### src/rtl/receptor_quadro_medidas.sv
// Decodes 12-character distance frames ("ddd#" x 3) from a 7E1 receiver stream
// into three 12-bit measurements, with silence-based resynchronisation after errors.
module receptor_quadro_medidas #(
    parameter int TIMEOUT_CICLOS = 500_000,
    parameter int N_TIMEOUT      = 19
) (
    input  logic        clock,
    input  logic        reset,
    input  logic [6:0]  dado_ascii,
    input  logic        dado_pronto,
    output logic [11:0] medida1,
    output logic [11:0] medida2,
    output logic [11:0] medida3,
    output logic        medidas_validas,
    output logic        erro_quadro,
    output logic [7:0]  contagem_erros,
    output logic [3:0]  db_estado
);

    typedef enum logic [3:0] {
        SINCRONIZA = 4'd0,
        OCIOSO     = 4'd1,
        DIGITO     = 4'd2,
        SEPARADOR  = 4'd3,
        ATUALIZA   = 4'd4,
        ERRO       = 4'd5
    } estado_t;

    localparam logic [N_TIMEOUT-1:0] LIMITE = N_TIMEOUT'(TIMEOUT_CICLOS - 1);

    estado_t               estado, prox_estado;
    logic [N_TIMEOUT-1:0]  cont_ocioso;
    logic [2:0][11:0]      sombra;
    logic [1:0]            idx_digito;
    logic [1:0]            idx_sensor;
    logic                  e_digito;
    logic                  e_separador;
    logic                  estouro;

    assign e_digito    = (dado_ascii[6:4] == 3'b011);
    assign e_separador = (dado_ascii == 7'h23);
    assign estouro     = (cont_ocioso == LIMITE);

    always_ff @(posedge clock) begin
        if (reset) estado <= SINCRONIZA;
        else       estado <= prox_estado;
    end

    always_comb begin
        prox_estado = estado;
        case (estado)
            SINCRONIZA: begin
                if (!dado_pronto && estouro) prox_estado = OCIOSO;
            end
            OCIOSO: begin
                if (dado_pronto) prox_estado = e_digito ? DIGITO : ERRO;
            end
            DIGITO: begin
                if (dado_pronto) begin
                    if (!e_digito)              prox_estado = ERRO;
                    else if (idx_digito == 2'd2) prox_estado = SEPARADOR;
                end else if (estouro) begin
                    prox_estado = ERRO;
                end
            end
            SEPARADOR: begin
                if (dado_pronto) begin
                    if (!e_separador)            prox_estado = ERRO;
                    else if (idx_sensor == 2'd2) prox_estado = ATUALIZA;
                    else                         prox_estado = DIGITO;
                end else if (estouro) begin
                    prox_estado = ERRO;
                end
            end
            ATUALIZA: prox_estado = OCIOSO;
            ERRO:     prox_estado = SINCRONIZA;
            default:  prox_estado = SINCRONIZA;
        endcase
    end

    always_comb begin
        medidas_validas = (estado == ATUALIZA);
        erro_quadro     = (estado == ERRO);
        db_estado       = estado;
    end

    // Measurements load on the edge entering ATUALIZA so they are already
    // stable during the cycle medidas_validas is high.
    always_ff @(posedge clock) begin
        if (reset) begin
            cont_ocioso    <= '0;
            sombra         <= '0;
            idx_digito     <= '0;
            idx_sensor     <= '0;
            medida1        <= '0;
            medida2        <= '0;
            medida3        <= '0;
            contagem_erros <= '0;
        end else begin
            case (estado)
                SINCRONIZA, DIGITO, SEPARADOR: begin
                    if (dado_pronto)   cont_ocioso <= '0;
                    else if (!estouro) cont_ocioso <= cont_ocioso + 1'b1;
                end
                default: cont_ocioso <= '0;
            endcase

            if (dado_pronto && e_digito && estado == OCIOSO) begin
                sombra[0][11:8] <= dado_ascii[3:0];
                idx_digito      <= 2'd1;
                idx_sensor      <= 2'd0;
            end

            if (dado_pronto && e_digito && estado == DIGITO) begin
                case (idx_digito)
                    2'd0:    sombra[idx_sensor][11:8] <= dado_ascii[3:0];
                    2'd1:    sombra[idx_sensor][7:4]  <= dado_ascii[3:0];
                    default: sombra[idx_sensor][3:0]  <= dado_ascii[3:0];
                endcase
                idx_digito <= idx_digito + 2'd1;
            end

            if (dado_pronto && e_separador && estado == SEPARADOR && idx_sensor != 2'd2) begin
                idx_sensor <= idx_sensor + 2'd1;
                idx_digito <= 2'd0;
            end

            if (estado == SEPARADOR && prox_estado == ATUALIZA) begin
                medida1 <= sombra[0];
                medida2 <= sombra[1];
                medida3 <= sombra[2];
            end

            if (estado == ATUALIZA || estado == ERRO) begin
                idx_digito <= 2'd0;
                idx_sensor <= 2'd0;
            end

            if (prox_estado == ERRO && estado != ERRO && contagem_erros != 8'hFF)
                contagem_erros <= contagem_erros + 8'd1;
        end
    end

endmodule

### config.mk
export PLATFORM = sky130hd
export DESIGN_NAME = receptor_quadro_medidas
export DESIGN_NICKNAME = d
export VERILOG_FILES = /design/src/rtl/receptor_quadro_medidas.sv
export SDC_FILE = /design/constraint.sdc
export NUM_CORES = 1
export LEC_CHECK = 0
export ABC_AREA = 1
export BUFFER_PORTS_ARGS = -buffer_cell sky130_fd_sc_hd__buf_2
export CORE_UTILIZATION = 40
export CTS_CLUSTER_DIAMETER = 40
export DETAILED_ROUTE_END_ITERATION = 12
export PLACE_DENSITY_LB_ADDON = 0.2
export SLEW_MARGIN = 40
export SYNTH_ARGS = -nofsm -noshare
export SYNTH_HDL_FRONTEND = slang
export SYNTH_SLANG_ARGS = --single-unit
### constraint.sdc
create_clock -name clock -period 4.55 [get_ports clock]
set_input_delay 0.91 -clock clock [delete_from_list [all_inputs] [get_ports clock]]
set_output_delay 0.91 -clock clock [all_outputs]
set_load 0.02 [all_outputs]
==> run_results.csv <==
group,metric,value,unit
die,coreArea,11600,um^2
synth,synth.net_count,644,
critical_path,r2r_start,"idx_sensor[0]$_SDFFE_PP0P_",
critical_path,crit_arrival,2.62,ns
clock_network,clk-insertion-delay-late,0.35,ns
die,io_pins,60,
clock_network,ctsResizeCount,0,
pwr,power_density,313,nW/um^2
synth,yosys.cell_types.count,39,
route,drtIter0Drc,194,
timing,max_freq,0.416,GHz
critical_path,path_max_fanout,15,
timing,fin_crit,2.40,ns
critical_path,critPathKind,"input pin to register",
grt,grt_use_total,18.5,%
grt,grt_pass1_vias,3982,
route,drtAntennaViolNets,0,
pwr,cellLeakagePower,2.31,nW
pwr,p_sw_share,22.1,%
cells_and_area,seq_area,2140,um^2
clock_network,cts_tree,"yes",
clock_network,clk_pin_slew_worst_paths,0.07,ns
synth,yosys.area.top_type,"dfxtp_1",
timing,grt_setup_unrepaired,"no",
pwr,pwr-share-seq,54.9,%
clock_network,clk_path_buf_depth,2,
timing,setup_viol,0,
clock_network,cts_setup_buffers,0,
route,wl_per_cell,13.3,um
clock_network,cts_root_buf,"clkbuf_16",
clock_network,clock_sinks,107,
synth,synth_area_leaders,"dfxtp_1 (44%), o21ai_0 (6.0%), a21oi_1 (5.6%)",
synth,netlist_area,4840,um^2
critical_path,startpoint,"dado_ascii[4]",
outcome,status,"finished with violations",
synth,synth_seq_area_share,44.2,%
cells_and_area,multiInputGateArea,2270,um^2
timing,hold_viol,0,
clock_network,ctsHoldBuffers,0,
timing,fin_crit_sh,52.8,%
placed_design,io_buffers,59,
pwr,combPwrFrac,2.4,%
critical_path,critPathLaunchType,"input pin",
synth,synth_seq_cells,107,
pwr,power.switching,0.377,mW
critical_path,critPathCaptureType,"register",
clock_network,cts_buffers,9,
timing,skew,0.0136,ns
route,wl,10900,um
cells_and_area,synthToLayoutAreaGrowth,12.7,%
die,die_w,112,um
route,vias,4159,
grt,antenna_found_initial,0,
route,viasPerCell,5.06,
placed_design,post-dp-hpwl,7750,um
clock_network,h-tree-depth,3,
cells_and_area,layout-drive-gt1-share,19.1,%
synth,yosysWarningCount,0,
timing,slew_viol_final,0,
critical_path,required,4.76,ns
worst_hold_path,min-delay-start,"cont_ocioso[16]$_SDFFE_PP0N_",
cells_and_area,final_cell_mix,"dfxtp_1 (107), inv_1 (71), nor2_1 (71), nand2_1 (68), buf_2 (59)",
cells_and_area,fin_nets,694,
synth,syn_inst,626,
synth,syn_area_per_cell,7.74,um^2
job,cap_violations,0,
grt,overflow,0,
cells_and_area,diodes,0,
worst_hold_path,hold_class,"register to register",
cells_and_area,utilization,47.0,%
timing,slew_headroom,55.2,%
cells_and_area,final_common_cell,"dfxtp_1",
timing,worst_slew_pin_slew,0.672,ns
cells_and_area,fill_cells,1188,
synth,synth_top_area_share,44.2,%
timing,fin_tns_setup,0,ns
die,initial_core_util,41.7,%
die,fp.dieH,112,um
die,num_rows,39,
pwr,intPower,1.33,mW
route,dr.pass1.iters,9,
pwr,p_clk_share,42.7,%
route,drc,2,
pwr,peakVddDrop,0.000184,V
placed_design,gp_congestion,0.873,
die,dieArea,12600,um^2
outcome,violations,"design-rule violations",
grt,grt_pass1_wl,18800,um
grt,grt_start_max_net_pins,51,
[cells in the mapped netlist, drive strengths merged]
cell / instances
inv: 75
o21ai: 74
nor4: 1
nor3: 19
clkinv: 2
a211oi: 2
nand3: 45
or2: 2
a31oi: 1
nor2: 112
ha: 8
nand3b: 1
clkbuf: 13
nand2: 72
buf: 8
xor2: 4
a21oi: 54
a31o: 1
o21a: 1
nand4: 7
dfxtp: 107
o32ai: 12
conb: 1
xnor2: 4
[cell families after synthesis]
family	Yosys count	synth area share (%)
xor+xnor	8	1.45
buf+inv	98	8.94
simple gates	259	27.1
compound gates	145	16.2
other cells	1	0.0774
flops	107	44.2
fa+ha+maj	8	2.07
[power by group through the flow]
stage	registers [mW]	clock network (mW)	logic (mW)
finish	0.938	0.729	0.0404
global route	0.937	0.787	0.0456
CTS	0.938	0.743	0.0410
detailed placement	0.959	0	0.0409
global placement	0.959	0	0.0404
floorplan	0.960	0	0.0246
[critical path, stage by stage]
cell     delay (ns)
buf_2          0.09
nand2_1        0.09
nor2_4         0.12
nand2_1        0.12
nor2_2         0.19
nand2_1        0.34
nor3_1         0.48
o32ai_1        0.15
inv_1          0.09
nor2_1         0.04
[final timing paths]
path,to,slack [ns],depth (start not counted)
setup / recovery,register,2.15,10
hold / removal,cont_ocioso[16]$_SDFFE_PP0N_,0.48,2
setup reg to reg,medida2[8]$_SDFFE_PP0P_,2.27,9
hold reg to reg,cont_ocioso[16]$_SDFFE_PP0N_,0.48,2
[routing by layer]
layer	global-route usage, %	vias to the layer above	part of all wire, %
li1	-	2163	-
met1	24.8	1889	50
met2	29.4	94	44
met3	2.75	13	3.8
met4	8.98	0	2.1
met5	0	-	0
[stage by stage]
stage | area, um^2 | cells | power [mW] | setup WS, ns | hold WS, ns
6_report | 5460 | 822 | 1.71 | 2.15 | 0.477
5_1_grt | 5460 | 822 | 1.77 | 1.92 | 0.508
4_1_cts | 5460 | 822 | 1.72 | 2.12 | 0.481
3_5_place_dp | 5190 | 808 | 1.00 | 1.76 | 0.471
3_3_place_gp | 5190 | 808 | 1.00 | 1.77 | 0.463
2_1_floorplan | 4840 | 626 | 0.984 | 2.38 | 0.447
[final cells by class]
| cell class | count | area share (%) |
|---|---|---|
| clock buffer | 11 | 4.45 |
| tap | 143 | 3.28 |
| inverter | 77 | 5.43 |
| sequential | 107 | 39.2 |
| multi-input combinational | 421 | 41.6 |
| timing repair buffer | 60 | 5.55 |
| clock inverter | 3 | 0.481 |
Note: power is estimated with default switching activity, not from simulation.
